$ cat src/rtl/validity_arbiter.sv
// Round-robin front end that time-shares one registered equality comparator
// among N_REQ four-phase requesters and keeps saturating match/miss counters.
module validity_arbiter #(
   parameter int unsigned N_REQ = 4,
   parameter int unsigned WIDTH = 3,
   parameter int unsigned CNT_W = 8
) (
   input  logic                   clk,
   input  logic                   reset,
   input  logic [N_REQ-1:0]       req,
   input  logic [N_REQ*WIDTH-1:0] a_flat,
   input  logic [N_REQ*WIDTH-1:0] b_flat,
   input  logic                   clr_cnt,
   output logic [N_REQ-1:0]       grant,
   output logic [WIDTH-1:0]       cmp_a,
   output logic [WIDTH-1:0]       cmp_b,
   output logic                   cmp_en,
   input  logic                   cmp_result,
   output logic [N_REQ-1:0]       done,
   output logic                   match,
   output logic                   busy,
   output logic [CNT_W-1:0]       match_cnt,
   output logic [CNT_W-1:0]       miss_cnt
);

   localparam int unsigned PW = (N_REQ > 1) ? $clog2(N_REQ) : 1;

   typedef enum logic [1:0] {S_IDLE, S_ISSUE, S_CAPTURE, S_RESP} state_t;

   state_t           r_state;
   logic [N_REQ-1:0] r_grant;
   logic [N_REQ-1:0] r_done;
   logic [N_REQ-1:0] r_served;
   logic [PW-1:0]    r_ptr;
   logic             r_match;
   logic             r_cmp_en;
   logic [CNT_W-1:0] r_match_cnt;
   logic [CNT_W-1:0] r_miss_cnt;

   logic [N_REQ-1:0] w_elig;
   logic             w_any;
   logic [PW-1:0]    w_pick_idx;
   logic [N_REQ-1:0] w_pick_oh;
   logic [PW-1:0]    w_ptr_nxt;
   logic             w_abort;
   logic [WIDTH-1:0] w_cmp_a;
   logic [WIDTH-1:0] w_cmp_b;
   int unsigned      w_idx;

   assign w_elig = req & ~r_served;

   // First eligible index at or after the pointer, wrapping.
   always_comb begin
      w_any      = 1'b0;
      w_pick_idx = '0;
      w_idx      = 0;
      for (int unsigned k = 0; k < N_REQ; k++) begin
         w_idx = (32'(r_ptr) + k) % N_REQ;
         if (!w_any && w_elig[PW'(w_idx)]) begin
            w_any      = 1'b1;
            w_pick_idx = PW'(w_idx);
         end
      end
   end

   assign w_pick_oh = N_REQ'(1) << w_pick_idx;
   assign w_ptr_nxt = (w_pick_idx == PW'(N_REQ - 1)) ? '0 : w_pick_idx + 1'b1;
   assign w_abort   = ~|(req & r_grant);

   always_comb begin
      w_cmp_a = '0;
      w_cmp_b = '0;
      for (int unsigned i = 0; i < N_REQ; i++) begin
         if (r_grant[i]) begin
            w_cmp_a = w_cmp_a | a_flat[i*WIDTH +: WIDTH];
            w_cmp_b = w_cmp_b | b_flat[i*WIDTH +: WIDTH];
         end
      end
   end

   always_ff @(posedge clk or negedge reset) begin
      if (!reset) begin
         r_state     <= S_IDLE;
         r_grant     <= '0;
         r_done      <= '0;
         r_served    <= '0;
         r_ptr       <= '0;
         r_match     <= 1'b0;
         r_cmp_en    <= 1'b0;
         r_match_cnt <= '0;
         r_miss_cnt  <= '0;
      end else begin
         // A served bit survives only while its request stays high.
         r_served <= req & (r_served | r_done);
         r_done   <= '0;
         r_cmp_en <= 1'b0;
         case (r_state)
            S_IDLE: begin
               if (w_any) begin
                  r_grant  <= w_pick_oh;
                  r_ptr    <= w_ptr_nxt;
                  r_cmp_en <= 1'b1;
                  r_state  <= S_ISSUE;
               end
            end
            S_ISSUE: begin
               if (w_abort) begin
                  r_grant <= '0;
                  r_state <= S_IDLE;
               end else begin
                  r_state <= S_CAPTURE;
               end
            end
            S_CAPTURE: begin
               if (w_abort) begin
                  r_grant <= '0;
                  r_state <= S_IDLE;
               end else begin
                  r_match <= cmp_result;
                  r_done  <= r_grant;
                  r_state <= S_RESP;
                  if (cmp_result) begin
                     if (r_match_cnt != '1) r_match_cnt <= r_match_cnt + 1'b1;
                  end else begin
                     if (r_miss_cnt != '1) r_miss_cnt <= r_miss_cnt + 1'b1;
                  end
               end
            end
            S_RESP: begin
               r_grant <= '0;
               r_state <= S_IDLE;
            end
            default: begin
               r_grant <= '0;
               r_state <= S_IDLE;
            end
         endcase
         // Placed last so a clear overrides a same-cycle increment.
         if (clr_cnt) begin
            r_match_cnt <= '0;
            r_miss_cnt  <= '0;
         end
      end
   end

   assign grant     = r_grant;
   assign done      = r_done;
   assign match     = r_match;
   assign cmp_en    = r_cmp_en;
   assign cmp_a     = w_cmp_a;
   assign cmp_b     = w_cmp_b;
   assign busy      = (r_state != S_IDLE);
   assign match_cnt = r_match_cnt;
   assign miss_cnt  = r_miss_cnt;

endmodule

$ cat config.mk
export PLATFORM = sky130hd
export DESIGN_NAME = validity_arbiter
export DESIGN_NICKNAME = d
export VERILOG_FILES = /design/src/rtl/validity_arbiter.sv
export SDC_FILE = /design/constraint.sdc
export NUM_CORES = 1
export LEC_CHECK = 0
export BUFFER_PORTS_ARGS = -buffer_cell sky130_fd_sc_hd__buf_4
export CAP_MARGIN = 40
export CORE_MARGIN = 2
export CORE_UTILIZATION = 41
export CTS_CLUSTER_SIZE = 28
export DETAILED_ROUTE_END_ITERATION = 8
export PLACE_DENSITY = 0.74
export SYNTH_ARGS = -nofsm -noshare
export SYNTH_HDL_FRONTEND = slang
export SYNTH_SLANG_ARGS = --single-unit
export TNS_END_PERCENT = 50
$ cat constraint.sdc
create_clock -name clk -period 2.3 [get_ports clk]
set_input_delay 0.345 -clock clk [delete_from_list [all_inputs] [get_ports clk]]
set_output_delay 0.345 -clock clk [all_outputs]
set_load 0.05 [all_outputs]
# [Yosys cells after proc, flatten, opt, wreduce, memory -nomap -nowiden]
# Index checks and enable logic that the tools add are counted.
[totals] reg_bits=34 latchBits=0 mem_bits_rw=0 romBits=0 in_bits=32 mem_count=0
[op_classes] addsub=6 mul=0 div_mod_pow=0 order_cmp=4 n_eq_ne=8 shifts=1 muxes=45 bitwise=11 n_reduce_logical=19
[ops] cell="$mux 8" n=10
[ops] cell="$mux 3" n=8
[ops] cell="$or 3x3->3" n=6
[ops] cell="$add 8x1->8 const B" n=2
[ops] cell="$mux 2" n=8
[ops] cell="$ne 8x8->1 const B" n=2
[ops] cell="$and 4x4->4" n=3
[ops] cell="$lt 2x3->1 const B" n=4
[ops] cell="$mux 4" n=3
[ops] cell="$pmux 4 s3" n=1
[ops] cell="$reduce_bool 2->1" n=6
[ops] cell="$mux 1" n=10
[ops] cell="$bmux 1 s2" n=4
[ops] cell="$pmux 2 s4" n=1
[ops] cell="$reduce_and 4->1" n=2
[ops] cell="$eq 2x2->1 const B" n=3
[ops] cell="$add 2x1->2 const B" n=2
[ops] cell="$add 2x2->2 const B" n=2
[ops] cell="$ne 2x2->1 const B" n=2
[ops] cell="$not 4->4" n=1
[ops] cell="$or 4x4->4" n=1
[ops] cell="$reduce_and 2->1" n=2
[ops] cell="$reduce_or 4->1" n=1
[ops] cell="$shl 1x2->4 const A" n=1
[ops] cell="other kinds (5)" n=9

# [Longest topological paths before layout]
# Gate-level depths: netlist (run 1).
[logic_depth] depth_word=17 ltp_mapped=6 depth_no_buf=6

# [Least setup slack after synthesis (run 1)]
# Ideal clock, no wire load.
[synth_timing] kind="register -> register" from="register r_miss_cnt[0], in the netlist miss_cnt[0]" to="register r_miss_cnt[6], in the netlist miss_cnt[6]" arrival_ns=1.854 required_ns=2.175 path_slack_ns=0.321 stages_incl_launch_ff=6 path_buffers=0 synth_period_minus_slack_ns=1.979 path_cell_list="dfrtp_1 -> ha_1 -> nand3_1 -> or3_1 -> nor3_1 -> mux2_2"
[synth_via] elab_chain_len=6 elab_cells_between_ends=9 cone_classes="1 x add/sub; 1 x eq/ne; 5 x mux; 2 x reduce/logical"
[synth_rtl] item="start: declaration" line_no="38" source="logic [CNT_W-1:0] r_miss_cnt;"
[synth_rtl] item="start signal: assignment" line_no="125" source="if (r_miss_cnt != '1) r_miss_cnt <= r_miss_cnt + 1'b1;"
[synth_rtl] item="$add 8x1->8" line_no="125"
[synth_rtl] item="$mux 8" line_no="125"
[synth_rtl] item="$mux 8" line_no="122" source="if (cmp_result) begin"
[synth_rtl] item="$mux 8" line_no="115" source="if (w_abort) begin"
[synth_rtl] item="$mux 8" line_no="97" source="case (r_state)"
[synth_rtl] item="$mux 8" line_no="139" source="if (clr_cnt) begin"
# Several ways; a longest one is shown, not always the timed one. The select of a mux whose other input is x is not followed.
# A chain may end at the register's enable or synchronous reset.

# [Worst setup path after layout (run 1)]
[layout_timing] from="register r_served[1]" to="register r_ptr[1]"
[layout_via] elab_chain_len=16 elab_cells_between_ends=28 cone_classes="1 x add/sub; 1 x eq/ne; 17 x mux; 2 x bitwise; 7 x reduce/logical"
[layout_rtl] item="start: declaration" line_no="33" source="logic [N_REQ-1:0] r_served;"
[layout_rtl] item="start signal: assignment" line_no="94" source="r_served <= req & (r_served | r_done);"
[layout_rtl] item="$not 4->4 (*)" line_no="50" source="assign w_elig = req & ~r_served;"
[layout_rtl] item="$and 4x4->4 (*)" line_no="50"
[layout_rtl] item="$bmux 1 s2" line_no="59" source="if (!w_any && w_elig[PW'(w_idx)]) begin"
[layout_rtl] item="$mux 1 (not written as such)" line_no="59"
[layout_rtl] item="$mux 1" line_no="59"
[layout_rtl] item="$logic_not 1->1" line_no="59"
[layout_rtl] item="$logic_and 1x1->1" line_no="59"
[layout_rtl] item="$mux 1" line_no="59"
[layout_rtl] item="$logic_not 1->1" line_no="59"
[layout_rtl] item="$logic_and 1x1->1" line_no="59"
[layout_rtl] item="$mux 1" line_no="59"
[layout_rtl] item="$logic_not 1->1" line_no="59"
[layout_rtl] item="$logic_and 1x1->1" line_no="59"
[layout_rtl] item="$mux 2 (*)" line_no="59"
[layout_rtl] item="$add 2x1->2 / $eq 2x2->1 (equally long branches)" line_no="67" source="assign w_ptr_nxt = (w_pick_idx == PW'(N_REQ - 1)) ? '0 : w_pick_idx + 1'b1;"
[layout_rtl] item="$mux 2 (*)" line_no="67"
[layout_rtl] item="via w_ptr_nxt[1]" line_no="44" source="logic [PW-1:0] w_ptr_nxt;"
[layout_rtl] item="end signal: assignment" line_no="101" source="r_ptr <= w_ptr_nxt;"
[layout_rtl] item="end: declaration" line_no="34" source="logic [PW-1:0] r_ptr;"
# Mark *: on every way through the listed nets, which the timed path passes. The rest lies on a longest branch. The select of a mux whose other input is x is not followed.

==> results of run 1 <==
==> cells in the final DEF, fill, tap and decap left out, drive strengths merged, types with 2 or more instances in the layout <==
master / instances
buf: 67
dfrtp: 34
a21oi: 14
nand2: 13
a22oi: 12
nor2: 11
inv: 10
ha: 10
o21ai: 10
nor2b: 9
clkbuf: 7
o31ai: 6
or3: 6
mux2: 6
o21a: 5
nand4: 5
or4: 5
nand2b: 4
a32o: 4
nand3: 3
a22o: 3
a31oi: 2
mux2i: 2
nor3: 2
o211ai: 2
nor4: 2
and3: 2
==> per-layer routing <==
metal / share of wire [%] / vias up / global-route usage (%)
met3: 8.4 / 10 / 5.62
met5: 0 / - / 0
met4: 1.8 / 0 / 6.35
li1: - / 876 / -
met2: 49 / 67 / 33.0
met1: 41 / 849 / 20.5
==> cell usage after synthesis, types with 5 or more instances <==
library cell  instances
nand4_1               5
nor2b_1               9
o21ai_0               8
nor2_1               11
o31ai_1               6
a22oi_1              12
or4_1                 5
inv_1                10
dfrtp_1              34
nand2_1              13
ha_1                 10
o21a_1                5
buf_6                 5
a21oi_1              14
==> how the worst max path moves through the flow <==
stage	slack, ns	cells past startpoint	to
CTS	0.46	5	miss_cnt[0]
finish	0.47	6	r_ptr[1]
detailed placement	0.40	7	grant[2]
global placement	0.43	7	r_ptr[1]
global route	0.32	5	match_cnt[2]
floorplan	0.32	5	miss_cnt[6]
==> cell families (layout without fill, tap and decap cells) <==
kind of cell | Yosys count | after routing
compound gates | 60 | 60
simple gates | 70 | 70
fa+ha+maj | 10 | 10
mux | 8 | 8
buf+inv | 19 | 85
flops | 34 | 34
==> metrics by stage <==
stage | hold WS (ns) | setup slack (ns)
after global routing | 0.0214 | 0.316
after global placement | 0.317 | 0.430
after CTS | 0.00871 | 0.460
final | -0.0120 | 0.469
after detailed placement | 0.321 | 0.398
after floorplan | 0.0494 | 0.321
==> registers in the layout, indices dropped and copies added (netlist names) <==
name	count
r_served	4
match	1
match_cnt	8
r_ptr	2
grant	4
r_state	2
done	4
miss_cnt	8
cmp_en	1
==> area by class of cell <==
cell class / instances / area [um^2]
clock buffer: 7 / 86.3
timing repair buffer: 67 / 503
clock inverter: 1 / 5.00
tap: 67 / 83.8
fill: 440 / 2150
multi-input combinational: 148 / 1070
sequential: 34 / 851
inverter: 10 / 37.5
==> worst max-delay path, delay by kind of cell (launching register included) <==
kind	cells	cell delay [ns]
compound gates	3	0.50
fa+ha+maj	1	0.26
flops	1	0.39
mux	1	0.27
simple gates	1	0.30
==> power by group <==
part | leakage, nW | internal [W] | total (W) | switching [W]
clock network | 0.0482 | 0.000241 | 0.000460 | 0.000219
logic | 0.723 | 0.000509 | 0.00147 | 0.000964
registers | 0.463 | 0.000684 | 0.000777 | 0.0000936
==> reports/qor.yml, run 1 <==
global_routing:
  grt.total_usage_pct: 18.4
  grt-ovfl-total: 0
  grt_pass1_wl_um: 7780
  grt_pass1_vias: 1735
  grt_antenna_before_repair: 0
  grt_max_degree: 35
placed_design:
  dp.cells: 326
  portBuffers: 64
  place_congestion: 0.856
  dp_hpwl_um: 3550
  dpl_cell_area_um2: 2540
sta:
  maxSlewViolCount: 0
  tns_ns: 0
  finalHoldViolations: 14
  period_needed_ns: 1.83
  rsz0062_at_grt: "no"
  setup_viol: 0
  maxSlewHeadroom_pct: 57.7
  whs_ns: -0.0120
  skew_ns: 0.00606
  fin_crit_sh_pct: 79.6
  worstMarginPinSlew_ns: 0.632
  fmax_mhz: 546
route:
  ant_nets: 0
  wl_per_cell_um: 14.3
  drc_errors: 0
  dr.pass1.iters: 4
  drt_iter0_drc: 55
  viasPerCell: 5.40
  totalWireLength_um: 4780
  vias: 1802
cts:
  cts_tree: "done"
  numCtsBuffers: 5
  cts_resized: 0
  root_buffer: "clkbuf_8"
  clock_path_buffers: 2
  clk_transition_reported_paths_ns: 0.07
  postCtsSetupBuffers: 0
  h-tree-depth: 2
  insertion_delay_ns: 0.29
  cts_hold_buf: 0
  cts.sinks: 34
final_layout:
  areaGrowthSynthToFinish_pct: 28.1
  stdcell_count: 334
  antenna_cells: 0
  post-route-util_pct: 55.1
  drive_above_1_share_pct: 33.0
  fin_nets: 308
  finalInstanceArea_um2: 2640
die:
  fp.dieW_um: 74.9
  die_area_um2: 5600
  coreArea_um2: 4790
  start_util_pct: 43.0
  die_h_um: 74.9
  placementRows: 25
  num_io_pins: 65
worst_setup_path:
  crit_path_start: "r_served[1]"
  worst_setup_path_start_kind: "register"
  r2r_start: "r_served[1]"
  max_stage_delay_ns: 0.39
  r2r_setup_slack_ns: 0.47
  end_kind: "register"
  timing.rr.end: "r_ptr[1]"
  cp.arrival_ns: 2.01
  crit_type: "register to register"
  required_ns: 2.48
  worst_path_max_delay_cell: "dfrtp_1"
  crit_fanout: 3
  crit_chain: "nor2b_1 -> o21ai_0 -> a21oi_1 -> o21ba_2 -> ha_1 -> mux2_1"
  reg2regPathDepth: 6
yosys:
  yosys_warnings: 0
  synth_area_um2: 2060
  synthSimpleGateAreaFrac_pct: 19.9
  muxShareOfSynthArea_pct: 4.26
  yosys.area.top_type: "dfrtp_1"
  avgSynthCellArea_um2: 10.2
  async_flop_share_pct: 100
  synth_top_cell_area_share_pct: 41.3
  ys_seq_elements: 34
  synthTopCellsByArea: "dfrtp_1 (41%), ha_1 (6.1%), a22oi_1 (4.4%)"
  synth_top_family_by_area: "compound AO/OA/AOI/OAI gates"
  synth_edf_count: 0
  synth-xor-area-share_pct: 0
  syn_nets: 243
  synth_flop_cell: "dfrtp_1"
  synth_compound_area_share_pct: 21.7
  syn_inst: 201
  synth_seq_area_share_pct: 41.3
  synth_fa_ha_area_share_pct: 6.08
  synth.distinct_cells: 47
outcome:
  violations: "negative hold slack"
  status: "finished, violations left"
power:
  fin_total_pwr_w: 0.00271
  vdd_drop_max_mv: 0.604
  p_per_area_nw_per_um2: 1030
  power.leakage_nw: 1.23
flow_run:
  cap_violations: 0
min_path:
  hp-class: "input port to asynchronous set/reset pin"
Power figures use the tool's default switching activity.
==> run 2: changes to the inputs <==
- PLACE_DENSITY: 0.74 -> 0.77
- clock period: 2.3 -> 1.65 ns (I/O delays scaled with it)
==> run 2 against run 1 <==
The run ends with negative setup slack left. Die area unchanged. Sequential share of layout area down 3.1 points. Critical path depth unchanged. Power up 50%. Non-clock buffer count up 19. Maximum frequency up 6.1%. Flip-flop and latch count unchanged. Wire length up 8.7%. Count of clock-buffer cells in the layout down 1. Clock skew down 0.0015 ns. Critical endpoint unchanged. Largest power group unchanged.
==> reports/qor.yml, run 2 (synthesis results as in run 1) <==
flow_run:
  cap_violations: 0
final_layout:
  multi_input_area_um2: 1230
  finalInstanceArea_um2: 2960
  fillers: 418
  mostFrequentLayoutCell: "buf_4"
  antenna_cells: 0
  drive_above_1_share_pct: 49.5
  layout.area.seq_um2: 866
  post-route-util_pct: 61.9
  stdcell_count: 354
  fin_nets: 328
  areaGrowthSynthToFinish_pct: 44.0
  layout_common_cells: "buf_4 (84), dfrtp_1 (22), nand2_1 (13)"
worst_setup_path:
  required_ns: 1.83
  crit_cells: 6
  worst_path_max_delay_cell: "dfrtp_1"
  r2r_start: "r_served[0]"
  r2r_setup_slack_ns: -0.08
  crit_type: "register to register"
  crit_fanout: 3
  cp.arrival_ns: 1.91
  cp_top_family: "compound AO/OA/AOI/OAI gates"
  timing.rr.end: "r_ptr[1]"
  worst_setup_path_start_kind: "register"
  end_kind: "register"
  max_stage_delay_ns: 0.40
  crit_chain: "and3b_1 -> o21ai_1 -> a21oi_1 -> o21ba_2 -> ha_1 -> mux2_4"
  path_buf_inv: 0
  reg2regPathDepth: 6
cts:
  h-tree-depth: 2
  clk_transition_reported_paths_ns: 0.07
  numCtsBuffers: 5
  cts_tree: "done"
  cts.sinks: 34
  root_buffer: "clkbuf_8"
  clock_path_buffers: 2
  insertion_delay_ns: 0.29
route:
  wl_per_cell_um: 14.7
  wl_met1_um: 2200
  wl_met2_um: 2490
  dr.pass1.iters: 5
  drt_iter0_drc: 86
  wl_met3_um: 419
  viasPerCell: 5.36
  drc_errors: 0
  top_layer_used: "met4"
  vias: 1899
  ant_nets: 0
  totalWireLength_um: 5190
placed_design:
  dp.cells: 341
  dp_hpwl_um: 3630
  dpl_cell_area_um2: 2710
  place_congestion: 0.818
  portBuffers: 64
sta:
  skew_ns: 0.00458
  worstMarginPinSlew_ns: 0.441
  rsz0062_at_grt: "yes"
  tns_ns: -0.183
  period_needed_ns: 1.73
  finalHoldViolations: 0
  fin_crit_sh_pct: 105
  layout_setup_ws_ns: -0.0766
  maxSlewHeadroom_pct: 70.6
  setup_viol: 4
  maxSlewViolCount: 0
  fmax_mhz: 579
die:
  die_area_um2: 5600
  die_h_um: 74.9
  coreArea_um2: 4790
  start_util_pct: 43.0
  placementRows: 25
  num_io_pins: 65
  fp.dieW_um: 74.9
outcome:
  status: "finished, violations left"
  violations: "negative setup slack"
power:
  p_per_area_nw_per_um2: 1380
  vdd_drop_max_mv: 0.711
  power.leakage_nw: 1.32
global_routing:
  grt_antenna_before_repair: 0
  grt.total_usage_pct: 18.8
  grt_pass1_vias: 1781
  grt-ovfl-total: 0
  grt_pass1_wl_um: 7910
  grt_max_degree: 35
min_path:
  hold_depth: 2
  hold_end: "r_served[1]"
  hp-class: "input port to register"
  hp-start: "req[1]"
## run 2: what timing repair did
item,4_1_cts,5_1_grt
setup endpoints to repair,15,21
buffers inserted,0,3
hold buffers,1,0
gates cloned,0,1
pin swaps,6,5
resized for setup,7,20
endpoints found under the hold margin,34,0
## run 2: worst reg2reg max path: stages, from the launching register on
cell and delay, ns:
dfrtp_1 0.40, and3b_1 0.24, o21ai_1 0.07, a21oi_1 0.17, o21ba_2 0.19, ha_1 0.28, mux2_4 0.26
## run 2: routing by layer
| layer | vias up | GRT usage [%] |
|---|---|---|
| li1 | 918 | - |
| met1 | 899 | 22.3 |
| met2 | 73 | 32.1 |
| met3 | 9 | 4.95 |
| met4 | 0 | 7.94 |
| met5 | - | 0 |
## run 2: through the flow
step / hold WS, ns / power (W) / setup WS, ns
floorplan: -0.0481 / 0.00263 / -0.102
global placement: 0.225 / 0.00320 / -0.0779
detailed placement: 0.227 / 0.00324 / -0.179
CTS: 0.190 / 0.00395 / -0.0876
global route: 0.217 / 0.00432 / -0.151
finish: 0.217 / 0.00408 / -0.0766
## run 2: how the worst max path moves through the flow
stage	slack (ns)	from	endpoint
finish	-0.08	r_served[0]	r_ptr[1]
global route	-0.15	r_served[0]	r_ptr[1]
CTS	-0.09	r_served[0]	r_ptr[1]
detailed placement	-0.18	r_served[2]	r_ptr[1]
global placement	-0.08	r_served[2]	r_ptr[1]
floorplan	-0.10	miss_cnt[1]	miss_cnt[6]
## run 2: area by class of cell
| cell class | count | area share (%) |
|---|---|---|
| Clock buffer | 6 | 2.79 |
| Clock inverter | 2 | 0.422 |
| Inverter | 10 | 1.27 |
| Multi-Input combinational cell | 149 | 41.5 |
| Sequential cell | 34 | 29.2 |
| Tap cell | 67 | 2.83 |
| Timing Repair Buffer | 86 | 22.0 |
## run 2: power by group
part / internal (W) / switching (W) / total, W
Sequential: 0.000967 / 0.000112 / 0.00108
Combinational: 0.000880 / 0.00146 / 0.00234
Clock: 0.000335 / 0.000321 / 0.000656
==> run 3: changes to the inputs <==
- BUFFER_PORTS_ARGS: -buffer_cell sky130_fd_sc_hd__buf_4 -> not set
- CORE_UTILIZATION: 41 -> 32
- DONT_BUFFER_PORTS: not set -> 1
- PLACE_DENSITY: 0.77 -> 0.55
==> run 3 against run 2 <==
The run still ends with negative setup slack left. Setup slack got worse by 0.037 ns. Combinational power fell by 3%. Sequential power is 7% higher. Power is 2.6% higher. Non-clock buffer count is 31 lower. Clock power increased by 16%. Worst hold slack got worse by 0.20 ns. Global-route usage shrank 4.3 points. First-iteration DRC count fell by 19%. Critical path type unchanged. Largest cell class unchanged.
==> reports/qor.yml, run 3 (synthesis results as in run 1) <==
route:
  dr.pass1.iters: 4
  wl_per_cell_um: 15.9
  vias: 1805
  viasPerCell: 5.42
  drt_iter0_drc: 70
  totalWireLength_um: 5310
  drc_errors: 0
  ant_nets: 0
worst_setup_path:
  crit_type: "register to register"
  crit_chain: "and3b_2 -> o21ai_1 -> a21oi_2 -> o21ba_4 -> ha_1 -> mux2_4"
  end_kind: "register"
  path_buf_inv: 0
  crit_fanout: 4
  worst_setup_path_start_kind: "register"
  cp.arrival_ns: 1.94
  max_stage_delay_ns: 0.40
  cp_top_family: "compound AO/OA/AOI/OAI gates"
  worst_path_max_delay_cell: "dfrtp_1"
  required_ns: 1.82
final_layout:
  stdcell_count: 333
  antenna_cells: 0
  fin_nets: 297
  post-route-util_pct: 44.7
  layout_common_cells: "buf_4 (43), dfrtp_1 (24), nand2_1 (12)"
  areaGrowthSynthToFinish_pct: 36.2
  fillers: 609
  finalInstanceArea_um2: 2800
  mostFrequentLayoutCell: "buf_4"
  multi_input_area_um2: 1220
  drive_above_1_share_pct: 41.4
  layout.area.seq_um2: 863
die:
  placementRows: 29
  start_util_pct: 32.8
  die_h_um: 84.2
  num_io_pins: 65
  die_area_um2: 7090
  fp.dieW_um: 84.2
  coreArea_um2: 6280
cts:
  clock_path_buffers: 2
  h-tree-depth: 2
  cts.sinks: 34
  cts_tree: "done"
  insertion_delay_ns: 0.29
  numCtsBuffers: 5
  root_buffer: "clkbuf_8"
  clk_transition_reported_paths_ns: 0.07
sta:
  layout_setup_ws_ns: -0.114
  skew_ns: 0.00427
  maxSlewViolCount: 0
  fin_crit_sh_pct: 107
  maxSlewHeadroom_pct: 64.6
  worstMarginPinSlew_ns: 0.530
  fmax_mhz: 567
  period_needed_ns: 1.76
  finalHoldViolations: 0
  rsz0062_at_grt: "yes"
  setup_viol: 6
placed_design:
  portBuffers: 0
  dp_hpwl_um: 3610
  dpl_cell_area_um2: 2430
  post-place-ws_ns: -0.119
  place_congestion: 0.854
  dp.cells: 312
flow_run:
  cap_violations: 0
global_routing:
  grt_max_degree: 35
  grt_pass1_vias: 1714
  grt_antenna_before_repair: 0
  grt-ovfl-total: 0
  grt_pass1_wl_um: 8230
  grt.total_usage_pct: 14.5
min_path:
  hp-class: "input port to register"
outcome:
  violations: "negative setup slack"
  status: "finished, violations left"
power:
  p_per_area_nw_per_um2: 1490
  vdd_drop_max_mv: 1.39
  fin_total_pwr_w: 0.00418
  power.leakage_nw: 1.19
==> run 3: cell types whose count changed in the layout (fill, tap and decap cells not counted), sizes merged <==
| cell | previous run | this run |
|---|---|---|
| clkinvlp | 1 | 0 |
| clkinv | 1 | 2 |
| dlygate4sd3 | 1 | 4 |
| buf | 85 | 51 |
| bufinv | 0 | 1 |
| clkbuf | 6 | 5 |
==> run 3: through the flow <==
stage	TNS, ns	hold WS (ns)
after global placement	-0.193	-0.0471
after detailed placement	-0.525	-0.0471
after CTS	-0.187	0.000236
after floorplan	-0.308	-0.0481
final	-0.315	0.0179
after global routing	-0.697	0.00159
==> run 3: area by class of cell <==
class | count | share of cell area, %
Multi-Input combinational cell | 149 | 43.6
Sequential cell | 34 | 30.8
Timing Repair Buffer | 55 | 16.9
Tap cell | 77 | 3.44
Clock buffer | 5 | 2.45
Clock inverter | 3 | 1.43
Inverter | 10 | 1.34
==> run 3: worst reg2reg max path, stage by stage (launching register included) <==
cell and delay [ns]:
dfrtp_1 0.40, and3b_2 0.26, o21ai_1 0.09, a21oi_2 0.17, o21ba_4 0.18, ha_1 0.28, mux2_4 0.27
==> run 3: what timing repair did <==
item | in CTS | in global routing
hold buffers | 4 | 1
hold endpoints to repair | 39 | 3
endpoints found under the setup margin | 17 | 22
buffers inserted | 3 | 4
gates cloned | 0 | 1
gates resized for setup | 12 | 23
pin swaps | 6 | 8
==> run 3: layer usage <==
| metal | routed length (um) | up-vias | global-route usage (%) |
|---|---|---|---|
| met1 | 2230 | 861 | 17.3 |
| met3 | 374 | 13 | 4.33 |
| met4 | 129 | 0 | 6.30 |
| li1 | - | 857 | - |
| met2 | 2570 | 74 | 24.3 |
| met5 | 0 | - | 0 |
==> run 3: report_power, final <==
group | total (W) | switching, W | internal [W] | leakage (nW)
combinational | 0.00226 | 0.00138 | 0.000881 | 0.688
clock | 0.000760 | 0.000315 | 0.000445 | 0.0579
sequential | 0.00116 | 0.000201 | 0.000962 | 0.447
==> run 3: worst paths after layout <==
path | startpoint | endpoint | slack [ns] | cells past startpoint
max | r_served[0] | r_ptr[1] | -0.11 | 6
min | clr_cnt | miss_cnt[5] | 0.02 | 1
max reg2reg | r_served[0] | r_ptr[1] | -0.11 | 6
min reg2reg | r_served[3] | r_served[3] | 0.49 | 1
max in group asynchronous | reset | grant[1] | 1.05 | 2
min in group asynchronous | reset | miss_cnt[1] | 0.40 | 2
